<file path="config.mk">
export PLATFORM = sky130hd
export DESIGN_NAME = rom_access_arbiter_flat
export DESIGN_NICKNAME = d
export VERILOG_FILES = /design/src/rtl/rom_access_arbiter_if.sv /design/src/rtl/rom_access_arbiter.sv /design/src/flat_wrapper.sv
export SDC_FILE = /design/constraint.sdc
export NUM_CORES = 1
export LEC_CHECK = 0
export BUFFER_PORTS_ARGS = -buffer_cell sky130_fd_sc_hd__buf_4
export CORE_MARGIN = 3
export CORE_UTILIZATION = 43
export CTS_CLUSTER_DIAMETER = 40
export CTS_CLUSTER_SIZE = 12
export DETAILED_ROUTE_END_ITERATION = 10
export PLACE_DENSITY = 0.82
export SETUP_SLACK_MARGIN = 0.2
export SKIP_CTS_REPAIR_TIMING = 1
export SLEW_MARGIN = 10
export SYNTH_ARGS = -nofsm -noshare
export SYNTH_HDL_FRONTEND = slang
export SYNTH_SLANG_ARGS = --single-unit
</file>
<file path="constraint.sdc">
create_clock -name clk -period 2.08 [get_ports clk]
set_input_delay 0 -clock clk [delete_from_list [all_inputs] [get_ports clk]]
set_output_delay 0 -clock clk [all_outputs]
set_load 0.02 [all_outputs]
</file>
<file path="src/rtl/rom_access_arbiter_if.sv">
// Bus bundle between the requesters/ROM (master side) and rom_access_arbiter (slave side).
// The master modport covers the environment: address generators plus the ROM data return.
interface rom_access_arbiter_if #(
  parameter int NUM_REQ   = 2,
  parameter int ADDR_W    = 32,
  parameter int DATA_W    = 32,
  parameter int ROM_DEPTH = 16
);
  localparam int IDX_W = $clog2(ROM_DEPTH);

  logic [NUM_REQ-1:0]        req_valid;
  logic [NUM_REQ*ADDR_W-1:0] req_addr;
  logic [NUM_REQ-1:0]        req_ready;
  logic [NUM_REQ-1:0]        rsp_valid;
  logic [DATA_W-1:0]         rsp_data;
  logic                      rsp_err;
  logic                      rom_en;
  logic [IDX_W-1:0]          rom_addr;
  logic [DATA_W-1:0]         rom_data;

  modport master (
    output req_valid, req_addr, rom_data,
    input  req_ready, rsp_valid, rsp_data, rsp_err, rom_en, rom_addr
  );

  modport slave (
    input  req_valid, req_addr, rom_data,
    output req_ready, rsp_valid, rsp_data, rsp_err, rom_en, rom_addr
  );
endinterface

</file>
<file path="src/rtl/rom_access_arbiter.sv">
// Round-robin arbiter sharing one synchronous single-port ROM between NUM_REQ requesters.
// Optional range check enabled by defining ROM_ARB_BOUNDS_CHECK_EN.
module rom_access_arbiter #(
  parameter int NUM_REQ     = 2,
  parameter int ADDR_W      = 32,
  parameter int DATA_W      = 32,
  parameter int ROM_DEPTH   = 16,
  parameter int ROM_LATENCY = 1
) (
  input  logic                clk,
  input  logic                reset_n,
  rom_access_arbiter_if.slave bus
);
  localparam int IDX_W = $clog2(ROM_DEPTH);
  localparam int GNT_W = $clog2(NUM_REQ);

  typedef enum logic [1:0] {IDLE, ISSUE, WAIT, RESP} state_t;

  state_t             state_q, state_d;
  logic [GNT_W-1:0]   gnt_q, gnt_d;
  logic [GNT_W-1:0]   last_q, last_d;
  logic [IDX_W-1:0]   idx_q, idx_d;
  logic [1:0]         cnt_q, cnt_d;
  logic [DATA_W-1:0]  data_q, data_d;

  logic [IDX_W-1:0]   req_idx [NUM_REQ];
  logic               found;
  logic [GNT_W-1:0]   pick;
  logic [GNT_W-1:0]   cand;
  logic [NUM_REQ-1:0] req_ready;
  logic [NUM_REQ-1:0] rsp_valid;

  genvar gi;
  generate
    for (gi = 0; gi < NUM_REQ; gi++) begin : g_idx
      assign req_idx[gi] = bus.req_addr[gi*ADDR_W+2 +: IDX_W];
    end
  endgenerate

`ifdef ROM_ARB_BOUNDS_CHECK_EN
  logic               err_q, err_d;
  logic [NUM_REQ-1:0] req_oob;
  generate
    for (gi = 0; gi < NUM_REQ; gi++) begin : g_oob
      assign req_oob[gi] = {1'b0, bus.req_addr[gi*ADDR_W +: ADDR_W]} >= (ADDR_W+1)'(ROM_DEPTH*4);
    end
  endgenerate
`endif

  // Rotating priority: search starts just after the previous winner.
  always_comb begin
    found = 1'b0;
    pick  = '0;
    cand  = '0;
    for (int k = 1; k <= NUM_REQ; k++) begin
      cand = GNT_W'((int'(last_q) + k) % NUM_REQ);
      if (!found && bus.req_valid[cand]) begin
        found = 1'b1;
        pick  = cand;
      end
    end
  end

  always_ff @(posedge clk or negedge reset_n) begin
    if (!reset_n) begin
      state_q <= IDLE;
      gnt_q   <= '0;
      last_q  <= GNT_W'(NUM_REQ-1);
      idx_q   <= '0;
      cnt_q   <= '0;
      data_q  <= '0;
    end else begin
      state_q <= state_d;
      gnt_q   <= gnt_d;
      last_q  <= last_d;
      idx_q   <= idx_d;
      cnt_q   <= cnt_d;
      data_q  <= data_d;
    end
  end

`ifdef ROM_ARB_BOUNDS_CHECK_EN
  always_ff @(posedge clk or negedge reset_n) begin
    if (!reset_n) err_q <= 1'b0;
    else          err_q <= err_d;
  end
`endif

  always_comb begin
    state_d   = state_q;
    gnt_d     = gnt_q;
    last_d    = last_q;
    idx_d     = idx_q;
    cnt_d     = cnt_q;
    data_d    = data_q;
`ifdef ROM_ARB_BOUNDS_CHECK_EN
    err_d     = err_q;
`endif
    req_ready = '0;
    rsp_valid = '0;
    case (state_q)
      IDLE: begin
        if (found) begin
          req_ready[pick] = 1'b1;
          gnt_d           = pick;
          last_d          = pick;
          idx_d           = req_idx[pick];
          state_d         = ISSUE;
`ifdef ROM_ARB_BOUNDS_CHECK_EN
          // Out-of-range reads never touch the ROM; answer with an error instead.
          if (req_oob[pick]) begin
            data_d  = '0;
            err_d   = 1'b1;
            state_d = RESP;
          end
`endif
        end
      end
      ISSUE: begin
        cnt_d   = 2'(ROM_LATENCY-1);
        state_d = WAIT;
      end
      WAIT: begin
        if (cnt_q == 2'd0) begin
          data_d  = bus.rom_data;
`ifdef ROM_ARB_BOUNDS_CHECK_EN
          err_d   = 1'b0;
`endif
          state_d = RESP;
        end else begin
          cnt_d = cnt_q - 2'd1;
        end
      end
      RESP: begin
        rsp_valid[gnt_q] = 1'b1;
        state_d          = IDLE;
      end
      default: state_d = IDLE;
    endcase
  end

  assign bus.req_ready = req_ready;
  assign bus.rsp_valid = rsp_valid;
  assign bus.rsp_data  = data_q;
  assign bus.rom_en    = (state_q == ISSUE);
  assign bus.rom_addr  = idx_q;
`ifdef ROM_ARB_BOUNDS_CHECK_EN
  assign bus.rsp_err   = err_q & (state_q == RESP);
`else
  assign bus.rsp_err   = 1'b0;
`endif
endmodule

</file>
<file path="src/flat_wrapper.sv">
// flat-port wrapper written by rule: the top's interface ports become plain ports
module rom_access_arbiter_flat 
#(
  parameter int NUM_REQ     = 2,
  parameter int ADDR_W      = 32,
  parameter int DATA_W      = 32,
  parameter int ROM_DEPTH   = 16,
  parameter int ROM_LATENCY = 1
)
  (clk, reset_n, bus_req_valid, bus_req_addr, bus_rom_data, bus_req_ready, bus_rsp_valid, bus_rsp_data, bus_rsp_err, bus_rom_en, bus_rom_addr);
  rom_access_arbiter_if #(.NUM_REQ(NUM_REQ), .ADDR_W(ADDR_W), .DATA_W(DATA_W), .ROM_DEPTH(ROM_DEPTH)) bus_i ();
  input  logic clk;
  input  logic reset_n;
  input wire logic [$bits(bus_i.req_valid)-1:0] bus_req_valid;
  input wire logic [$bits(bus_i.req_addr)-1:0] bus_req_addr;
  input wire logic [$bits(bus_i.rom_data)-1:0] bus_rom_data;
  output wire logic [$bits(bus_i.req_ready)-1:0] bus_req_ready;
  output wire logic [$bits(bus_i.rsp_valid)-1:0] bus_rsp_valid;
  output wire logic [$bits(bus_i.rsp_data)-1:0] bus_rsp_data;
  output wire logic [$bits(bus_i.rsp_err)-1:0] bus_rsp_err;
  output wire logic [$bits(bus_i.rom_en)-1:0] bus_rom_en;
  output wire logic [$bits(bus_i.rom_addr)-1:0] bus_rom_addr;
  assign bus_i.req_valid = bus_req_valid;
  assign bus_i.req_addr = bus_req_addr;
  assign bus_i.rom_data = bus_rom_data;
  assign bus_req_ready = bus_i.req_ready;
  assign bus_rsp_valid = bus_i.rsp_valid;
  assign bus_rsp_data = bus_i.rsp_data;
  assign bus_rsp_err = bus_i.rsp_err;
  assign bus_rom_en = bus_i.rom_en;
  assign bus_rom_addr = bus_i.rom_addr;
  rom_access_arbiter #(.NUM_REQ(NUM_REQ), .ADDR_W(ADDR_W), .DATA_W(DATA_W), .ROM_DEPTH(ROM_DEPTH), .ROM_LATENCY(ROM_LATENCY)) u_core (.clk(clk), .reset_n(reset_n), .bus(bus_i));
endmodule
</file>
==> metrics.yaml, run 1 <==
outcome:
  status: "finished clean"
clock_tree:
  cts_tree: "built"
  path_clk_slew_ps: 90
  htree_num_levels: 2
  cts_buffers: 5
  clk-insertion-delay-late_ps: 290
  cts.sink_count: 42
  clk_path_buf_depth: 2
  clock-root-buffer: "clkbuf_8"
floorplan:
  rows: 23
  start_util_pct: 45.6
  core_area_um2: 4120
  dieArea_um2: 5190
  design.portCount: 142
  die_h_um: 72.0
  die_x_um: 72.0
placement:
  gp_congestion: 0.697
  numPortBuffers: 84
  hpwlAfterDp_mm: 3.04
yosys:
  synth_top_area_share_pct: 54.7
  muxShareOfSynthArea_pct: 26.6
  synth_compound_area_share_pct: 5.74
  synth_top_family_by_area: "multiplexers"
  synth_xor_area_share_pct: 0
  netlist_area_um2: 1880
  synthArstFlopShare_pct: 100
  yosysWarnings: 0
  ys_seq_area_share_pct: 56.1
  synthCells: 117
  synth_cell_types: 23
  synth.most_common_cell: "dfrtp_1"
  synth_area_per_cell_um2: 16.0
  synthFlopType: "dfrtp_1"
  synth.largest_area_cell: "dfrtp_1"
  ys_seq_elements: 42
  synth_adder_area_share_pct: 4.00
  synth_edf_count: 0
  syn_nets: 223
  synthTopCellsByArea: "dfrtp_1 (55%), mux2_4 (25%), ha_1 (4.0%), a221o_1 (2.1%), buf_6 (1.8%)"
  synthTopCellsByCount: "dfrtp_1 (41), mux2_4 (31), ha_1 (6), inv_1 (6)"
  synth-simple-area-share_pct: 3.94
route:
  route.vias.total: 1445
  wl_per_cell_um: 17.5
  drt_pass1_iterations: 4
  viasPerCell: 4.87
  wirelength_mm: 5.20
  drtIter0Drc: 86
  final_antenna_net_count: 0
  remaining_drc_errors: 0
timing:
  period_needed_ps: 1650
  min_period_over_period_pct: 79.1
  skew_ps: 13.9
  hold_viol_final: 0
  final-max-slew-violation-count: 0
  finalSetupViolCount: 0
  relSlewSlack_pct: 64.4
  tns_ps: 0
  rsz0062_at_grt: "false"
  fmax_mhz: 608
  worst_pin_slew_ps: 534
min_path:
  hp-class: "in2reg"
  hold_start: "bus_req_valid[0]"
  whs_path_depth: 3
  hold_end: "u_core.last_q"
setup_path:
  r2r_start: "u_core.state_q[0]"
  rr_worst_depth: 5
  critPathKind: "reg2reg"
  cp-start-kind: "flop"
  critPathMaxFanout: 14
  arrival_ps: 1820
  rrSetupSlack_ps: 430
  rr_endpoint: "u_core.bus.rsp_data[16]"
  critPathRequiredTime_ps: 2260
  cp-end-kind: "flop"
power:
  powerDensity_nw_per_um2: 1550
  finalPower_w: 0.00478
  p_sw_w: 0.00172
  leakage_nw: 1.57
  max-vdd-ir-drop_uv: 819
  switching_share_pct: 36.1
  combinationalPowerShare_pct: 55.0
  p_seq_share_pct: 31.5
  clkPwrFrac_pct: 13.5
  internal_power_w: 0.00306
grt:
  antenna_found_initial: 0
  grt_pass1_wl_mm: 6.61
  grt_max_degree: 43
  overflow: 0
  track_usage_pct: 16.1
  grt_pass1_vias: 1344
finish:
  num-fill-cells: 248
  nNetsFinal: 353
  area_delta_synth_final_pct: 64.8
  drive_gt1_share_pct: 54.7
  insertedDiodeCount: 0
run:
  maxCapViolations: 0
==> power by group through the flow <==
stage                     Combinational, W  Clock (W)  Sequential [W]
final                              0.00263   0.000646         0.00151
after global routing               0.00278   0.000701         0.00156
after CTS                          0.00256   0.000660         0.00148
after detailed placement           0.00254          0         0.00149
after global placement             0.00251          0         0.00146
after floorplan                    0.00120          0         0.00190
==> critical path: stages, from the launching register on <==
cell     delay (ps)
dfrtp_1         400
inv_1            90
ha_1            250
nand2_2         240
buf_12          200
mux2_2          360
==> area by class of cell <==
type | instances | area (µm²) | share of cell area [%]
clock buffers | 6 | 82.6 | 2.67
flip-flops and latches | 42 | 1050 | 34.0
repair buffers | 127 | 1080 | 35.0
clock inverters | 1 | 30.0 | 0.972
multi-input cells | 65 | 759 | 24.6
inverters | 6 | 22.5 | 0.729
well taps | 50 | 62.6 | 2.02
==> per-layer routing <==
layer / track usage, % / wire length [µm] / up-vias
li1: - / - / 660
met2: 26.7 / 2680 / 68
met1: 20.1 / 2090 / 713
met4: 5.01 / 42 / 0
met3: 5.12 / 388 / 4
met5: 0 / 0 / -
==> registers in the layout (all words and copies together), names as in the netlist <==
name and count:
u_core.bus.rsp_data 32, u_core.state_q 2, u_core.last_q 1, u_core.cnt_q 2, u_core.bus.rom_addr 4, u_core.gnt_q 1
==> through the flow <==
step | util [%] | hold WS, ps | instances | setup WS (ps) | area [µm²]
2_1_floorplan | - | -296 | 117 | 659 | 1880
6_report | 75.1 | 124 | 297 | 434 | 3090
3_3_place_gp | 62.4 | 15.0 | 249 | 452 | 2570
4_1_cts | 65.1 | -295 | 256 | 407 | 2680
3_5_place_dp | 62.4 | 17.4 | 249 | 418 | 2570
5_1_grt | 75.1 | 118 | 297 | 315 | 3090
==> placed cells by master, fill, tap and decap left out, types with 3 or more instances in the layout <==
cell type	n
buf_4	84
mux2_4	31
and2_0	4
ha_1	6
clkbuf_8	6
dlygate4sd3_1	41
inv_1	6
a221o_1	4
mux2_2	3
dfrtp_1	41
==> how the worst max path moves through the flow <==
stage,from,to,slack (ps),cells past startpoint
floorplan,u_core.state_q[0],u_core.state_q[1],660,5
detailed placement,u_core.state_q[0],u_core.bus.rsp_data[16],420,5
finish,u_core.state_q[0],u_core.bus.rsp_data[16],430,5
CTS,u_core.state_q[0],u_core.bus.rsp_data[16],410,5
global route,u_core.state_q[1],bus_req_ready[1],320,5
global placement,u_core.state_q[0],u_core.bus.rsp_data[16],450,5
==> cell families after synthesis <==
| group | Yosys count |
|---|---|
| flops | 42 |
| mux | 34 |
| compound gates | 12 |
| simple gates | 12 |
| buf+inv | 10 |
| fa+ha+maj | 6 |
| other cells | 1 |
Power figures use the tool's default switching activity.
==> run 2: changes to the inputs <==
--- a/config.mk
+++ b/config.mk
@@ -7,11 +7,11 @@
 export LEC_CHECK = 0
 export BUFFER_PORTS_ARGS = -buffer_cell sky130_fd_sc_hd__buf_4
 export CORE_MARGIN = 3
-export CORE_UTILIZATION = 43
+export CORE_UTILIZATION = 36
 export CTS_CLUSTER_DIAMETER = 40
 export CTS_CLUSTER_SIZE = 12
 export DETAILED_ROUTE_END_ITERATION = 10
-export PLACE_DENSITY = 0.82
+export PLACE_DENSITY = 0.73
 export SETUP_SLACK_MARGIN = 0.2
 export SKIP_CTS_REPAIR_TIMING = 1
 export SLEW_MARGIN = 10
==> constraint.sdc (replaced) <==
create_clock -name clk -period 1.4 [get_ports clk]
set_input_delay 0 -clock clk [delete_from_list [all_inputs] [get_ports clk]]
set_output_delay 0 -clock clk [all_outputs]
set_load 0.02 [all_outputs]
==> run 2 against run 1 <==
  * Global-route usage down 2.0 points
  * Clock skew up 1.9 ps
  * Sequential share of layout area down 3.9 points
  * Critical endpoint is now bus_req_ready[1]
  * Via count up 4.2%
  * Final cell count up 13%
  * Combinational power up 81%
  * First-iteration DRC count down 33%
  * Die area up 18%
  * Sequential power up 46%
  * Wire length up 12%
  * Critical path depth unchanged
  * The flow now finishes with violations (setup timing)
  * Highest routed layer unchanged
  * Worst hold slack better by 45 ps
  * Largest power group unchanged
==> metrics.yaml, run 2 (synthesis results as in run 1) <==
finish:
  final_cell_mix: "buf_4 (91), dlygate4sd3_1 (41), dfrtp_1 (40)"
  fin_util_pct: 71.5  # -3.6 points
  nNetsFinal: 373  # +5.7%
  drive_gt1_share_pct: 63.8  # +9.2 points
  largest_reg_flops: 32  # unchanged
  insertedDiodeCount: 0  # unchanged
  area_delta_synth_final_pct: 86.1
  mostFrequentLayoutCell: "buf_4"
timing:
  fmax_mhz: 695
  finalSetupViolCount: 8  # +8
  worst_pin_slew_ps: 539  # +4.51 ps
  rsz0062_at_grt: "true"
  relSlewSlack_pct: 64.1  # -0.30 points
  hold_viol_final: 0  # unchanged
  fin_ws_ps: -39.3  # -474 ps
  period_needed_ps: 1440
  min_period_over_period_pct: 103
  skew_ps: 15.8  # +1.88 ps
  final-max-slew-violation-count: 0  # unchanged
  hold_ws_ps: 170  # +45.5 ps
grt:
  grt_util_met1_pct: 17.8  # -2.3 points
  antenna_found_initial: 0  # unchanged
  track_usage_pct: 14.1  # -2.0 points
  grt_pass1_wl_mm: 6.75  # +2.1%
  grtUsageMet2_pct: 23.0  # -3.7 points
  grt_max_degree: 43  # unchanged
  grt_pass1_vias: 1369  # +1.9%
  met3_usage_pct: 3.21  # -1.9 points
  overflow: 0  # unchanged
  busiest_layer: "met2"
setup_path:
  crit_family: "flip-flops"
  cp-end-kind: "primary output"
  cp-start-kind: "flop"
  critPathKind: "reg2out"
  path_cells: "inv_2, ha_4, nand2_2, a21oi_4, buf_6"
  slowest_delay_ps: 450  # +50 ps
  critPathRequiredTime_ps: 1400  # -860 ps
  critPathBufInv: 2  # unchanged
  critPathMaxFanout: 6  # -8
  arrival_ps: 1440  # -380 ps
  slowest_stage: "dfrtp_2"
clock_tree:
  cts.sink_count: 42  # unchanged
  clock-root-buffer: "clkbuf_8"
  cts_tree: "built"
  cts_buffers: 5  # unchanged
  clk-insertion-delay-late_ps: 300  # about the same
  clk_path_buf_depth: 2  # unchanged
  path_clk_slew_ps: 80  # about the same
  htree_num_levels: 2  # unchanged
placement:
  hpwlAfterDp_mm: 3.16  # +3.8%
  gp_congestion: 0.776  # +11%
  numPortBuffers: 84  # unchanged
  preCtsSetupSlack_ps: 19.0  # -399 ps
floorplan:
  design.portCount: 142  # unchanged
  dieArea_um2: 6110  # +18%
  die_h_um: 78.2  # +8.5%
  start_util_pct: 38.4  # -7.1 points
  rows: 25  # +8.7%
  core_area_um2: 4880  # +19%
  die_x_um: 78.2  # +8.5%
outcome:
  violations: "setup timing"
  status: "finished, violations left"
route:
  final_antenna_net_count: 0  # unchanged
  viasPerCell: 4.49  # -7.7%
  route.vias.total: 1505  # +4.2%
  remaining_drc_errors: 0  # unchanged
  drt_pass1_iterations: 4  # unchanged
  wl_per_cell_um: 17.3  # -1.0%
  drtIter0Drc: 58  # -33%
  wirelength_mm: 5.81  # +12%
power:
  powerDensity_nw_per_um2: 2330  # +51%
  max-vdd-ir-drop_uv: 815  # -0.47%
  leakage_nw: 1.73  # +10%
min_path:
  hp-class: "in2reg"
run:
  maxCapViolations: 0  # unchanged
run 2: tightest hold or removal path, cell delays in order:
cell	delay, ps
buf_4	140
o21ai_2	100
a21o_2	220
run 2: report_power, final:
part	internal (W)	switching [W]	total, W
clock	0.000715	0.000440	0.00116
combinational	0.00272	0.00204	0.00476
sequential	0.00183	0.000379	0.00221
total	0.00527	0.00286	0.00813
run 2: final timing paths:
kind                       cells after the start                    from  slack, ps                     end
setup / recovery                               5       u_core.state_q[1]        -40        bus_req_ready[1]
hold / removal                                 3        bus_req_valid[0]        170           u_core.last_q
setup reg to reg                               6         u_core.cnt_q[1]        -30       u_core.state_q[1]
hold reg to reg                                1  u_core.bus.rsp_data[9]        510  u_core.bus.rsp_data[9]
max in group asynchronous                      2                 reset_n        770       u_core.state_q[1]
min in group asynchronous                      2                 reset_n        210  u_core.bus.rsp_data[0]
run 2: stage by stage:
step / cell area (µm²) / instances / TNS, ps / total power (W)
final: 3490 / 335 / -122 / 0.00813
after global routing: 3490 / 335 / -1520 / 0.00854
after CTS: 2810 / 278 / -187 / 0.00735
after detailed placement: 2670 / 270 / 0 / 0.00618
after global placement: 2670 / 270 / 0 / 0.00610
after floorplan: 1940 / 117 / 0 / 0.00475
run 2: cell type report:
cell class                      count  area, µm²
Timing Repair Buffer              146       1300
Tap cell                           67       83.8
Multi-Input combinational cell     66        897
Clock inverter                      3       68.8
Inverter                            6       22.5
Fill cell                         316       1390
Sequential cell                    42       1050
Clock buffer                        5       68.8
run 2: per-layer routing:
layer / share of wire, % / vias to the layer above
met3: 3.8 / 8
met5: 0 / -
met4: 1.3 / 0
met1: 43 / 741
li1: - / 708
met2: 52 / 48
==> run 3: changes to the inputs <==
--- a/config.mk
+++ b/config.mk
@@ -6,12 +6,14 @@
 export NUM_CORES = 1
 export LEC_CHECK = 0
 export BUFFER_PORTS_ARGS = -buffer_cell sky130_fd_sc_hd__buf_4
+export CAP_MARGIN = 20
 export CORE_MARGIN = 3
 export CORE_UTILIZATION = 36
 export CTS_CLUSTER_DIAMETER = 40
 export CTS_CLUSTER_SIZE = 12
 export DETAILED_ROUTE_END_ITERATION = 10
-export PLACE_DENSITY = 0.73
+export PLACE_DENSITY_LB_ADDON = 0.25
+export RECOVER_POWER = 25
 export SETUP_SLACK_MARGIN = 0.2
 export SKIP_CTS_REPAIR_TIMING = 1
 export SLEW_MARGIN = 10
==> run 3 against run 2 <==
  * The run now ends clean
  * Final cell count shrank 2.4%
  * Die area is the same
  * Clock power shrank 31%
  * Wire length shrank 8.2%
  * Utilization shrank 2.4 points
  * First-iteration DRC count shrank 3.4%
  * Cell area shrank 3.3%
  * Worst setup slack gained 60 ps
  * Fmax grew 4.3%
  * Count of clock-buffer cells in the layout grew 2
  * Clock skew shrank 10 ps
  * Critical endpoint is now u_core.bus.rom_addr[3]
==> metrics.yaml, run 3 (synthesis results as in run 1) <==
setup_path:
  crit_family: "flip-flops"
  path_cells: "inv_2, ha_4, nand2_2, a21oi_4, buf_4, a221o_1"
  slowest_delay_ps: 410  # -40 ps
  arrival_ps: 1550  # +110 ps
  critPathBufInv: 2  # unchanged
  critPathMaxFanout: 4  # -2
  critPathRequiredTime_ps: 1570  # +170 ps
  critPathKind: "reg2reg"
  cp-end-kind: "flop"
  cp-start-kind: "flop"
  slowest_stage: "dfrtp_2"
power:
  powerDensity_nw_per_um2: 2250  # -3.5%
  clkPwrFrac_pct: 10.5  # -3.7 points
  leakage_nw: 1.66  # -3.6%
  p_sw_w: 0.00274  # -4.3%
  combinationalPowerShare_pct: 60.0  # +1.4 points
  switching_share_pct: 36.1  # +0.93 points
  p_seq_share_pct: 29.4  # +2.2 points
  max-vdd-ir-drop_uv: 1060  # +30%
  finalPower_w: 0.00758  # -6.7%
  internal_power_w: 0.00484  # -8.1%
finish:
  multiInputGateArea_um2: 891  # -0.70%
  final_cell_mix: "buf_4 (83), dlygate4sd3_1 (41), dfrtp_1 (40)"
  num-fill-cells: 353  # +12%
  drive_gt1_share_pct: 62.2  # -1.6 points
  stdcell_count: 327  # -2.4%
  nNetsFinal: 364  # -2.4%
  fin_util_pct: 69.2  # -2.4 points
  largest_reg_flops: 32  # unchanged
  area_delta_synth_final_pct: 79.9
  seq_area_um2: 1050  # unchanged
  mostFrequentLayoutCell: "buf_4"
grt:
  track_usage_pct: 14.2  # +0.14 points
  grt_max_degree: 43  # unchanged
  overflow: 0  # unchanged
  grt_pass1_vias: 1389  # +1.5%
  antenna_found_initial: 0  # unchanged
  grt_pass1_wl_mm: 6.89  # +2.0%
timing:
  skew_ps: 5.60  # -10.2 ps
  worst_pin_slew_ps: 1040  # +498 ps
  rsz0062_at_grt: "true"
  period_needed_ps: 1380  # -59.6 ps
  relSlewSlack_pct: 30.9  # -33 points
  finalSetupViolCount: 0  # -8
  min_period_over_period_pct: 98.5  # -4.3 points
  final-max-slew-violation-count: 0  # unchanged
  fmax_mhz: 725  # +4.3%
  hold_viol_final: 0  # unchanged
placement:
  dp_cells: 269  # -0.37%
  numPortBuffers: 84  # unchanged
  gp_congestion: 0.801  # +3.2%
  hpwlAfterDp_mm: 3.22  # +1.9%
floorplan:
  start_util_pct: 38.4  # unchanged
  dieArea_um2: 6110  # unchanged
  core_area_um2: 4880  # unchanged
  die_h_um: 78.2  # unchanged
  rows: 25  # unchanged
  die_x_um: 78.2  # unchanged
  design.portCount: 142  # unchanged
route:
  viasPerCell: 4.54  # +1.0%
  drt_pass1_iterations: 4  # unchanged
  remaining_drc_errors: 0  # unchanged
  wl_per_cell_um: 16.3  # -5.9%
  final_antenna_net_count: 0  # unchanged
  route.vias.total: 1484  # -1.4%
  drtIter0Drc: 56  # -3.4%
  wirelength_mm: 5.33  # -8.2%
clock_tree:
  clk-insertion-delay-late_ps: 290  # about the same
  path_clk_slew_ps: 80  # about the same
  clock-root-buffer: "clkbuf_8"
  cts.sink_count: 42  # unchanged
  htree_num_levels: 2  # unchanged
  clk_path_buf_depth: 2  # unchanged
  cts_tree: "built"
  cts_buffers: 5  # unchanged
outcome:
  status: "finished clean"
min_path:
  hp-class: "in2reg"
run:
  maxCapViolations: 0  # unchanged
==> run 3: cell type report <==
type	instances	share of cell area, %
flip-flops and latches	42	31.2
clock inverters	1	0.148
repair buffers	138	36.4
multi-input cells	65	26.4
clock buffers	7	2.56
well taps	67	2.48
diodes	1	0.0742
inverters	6	0.667
==> run 3: power groups by stage <==
stage / sequential [W] / combinational, W / clock, W
floorplan: 0.00284 / 0.00192 / 0
global placement: 0.00218 / 0.00388 / 0
detailed placement: 0.00222 / 0.00397 / 0
CTS: 0.00220 / 0.00399 / 0.000820
global route: 0.00231 / 0.00479 / 0.000889
finish: 0.00223 / 0.00455 / 0.000797
==> run 3: worst min-delay path, stage by stage <==
cell	delay, ps
buf_4	130
o21ai_2	110
a21o_2	220
==> run 3: metrics by stage <==
| stage | setup TNS, ps | area [µm²] | setup WS, ps | hold slack (ps) |
|---|---|---|---|---|
| after floorplan | 0 | 1940 | 70.3 | -296 |
| after global placement | 0 | 2670 | 25.6 | 6.34 |
| after detailed placement | -51.4 | 2670 | -25.5 | 27.6 |
| after CTS | -564 | 2760 | -107 | -287 |
| after global routing | -156 | 3370 | -19.9 | 198 |
| final | 0 | 3370 | 20.4 | 178 |
==> run 3: worst paths after layout <==
check / from / endpoint / slack (ps) / depth (start not counted)
min in group asynchronous: reset_n / u_core.bus.rsp_data[26] / 430 / 2
max in group asynchronous: reset_n / u_core.state_q[1] / 260 / 2
worst min register to register: u_core.bus.rsp_data[6] / u_core.bus.rsp_data[6] / 520 / 1
worst max-delay path: u_core.state_q[1] / u_core.bus.rom_addr[3] / 20 / 6
worst min-delay path: bus_req_valid[0] / u_core.last_q / 180 / 3
worst max register to register: u_core.state_q[1] / u_core.bus.rom_addr[3] / 20 / 6
==> run 3: metal layers <==
metal | wire length, µm | part of all wire [%] | track usage, % | up-vias
li1 | - | - | - | 691
met1 | 2140 | 40 | 17.5 | 737
met2 | 2860 | 54 | 23.5 | 50
met3 | 256 | 4.8 | 4.59 | 6
met4 | 74 | 1.4 | 4.90 | 0
met5 | 0 | 0 | 0 | -
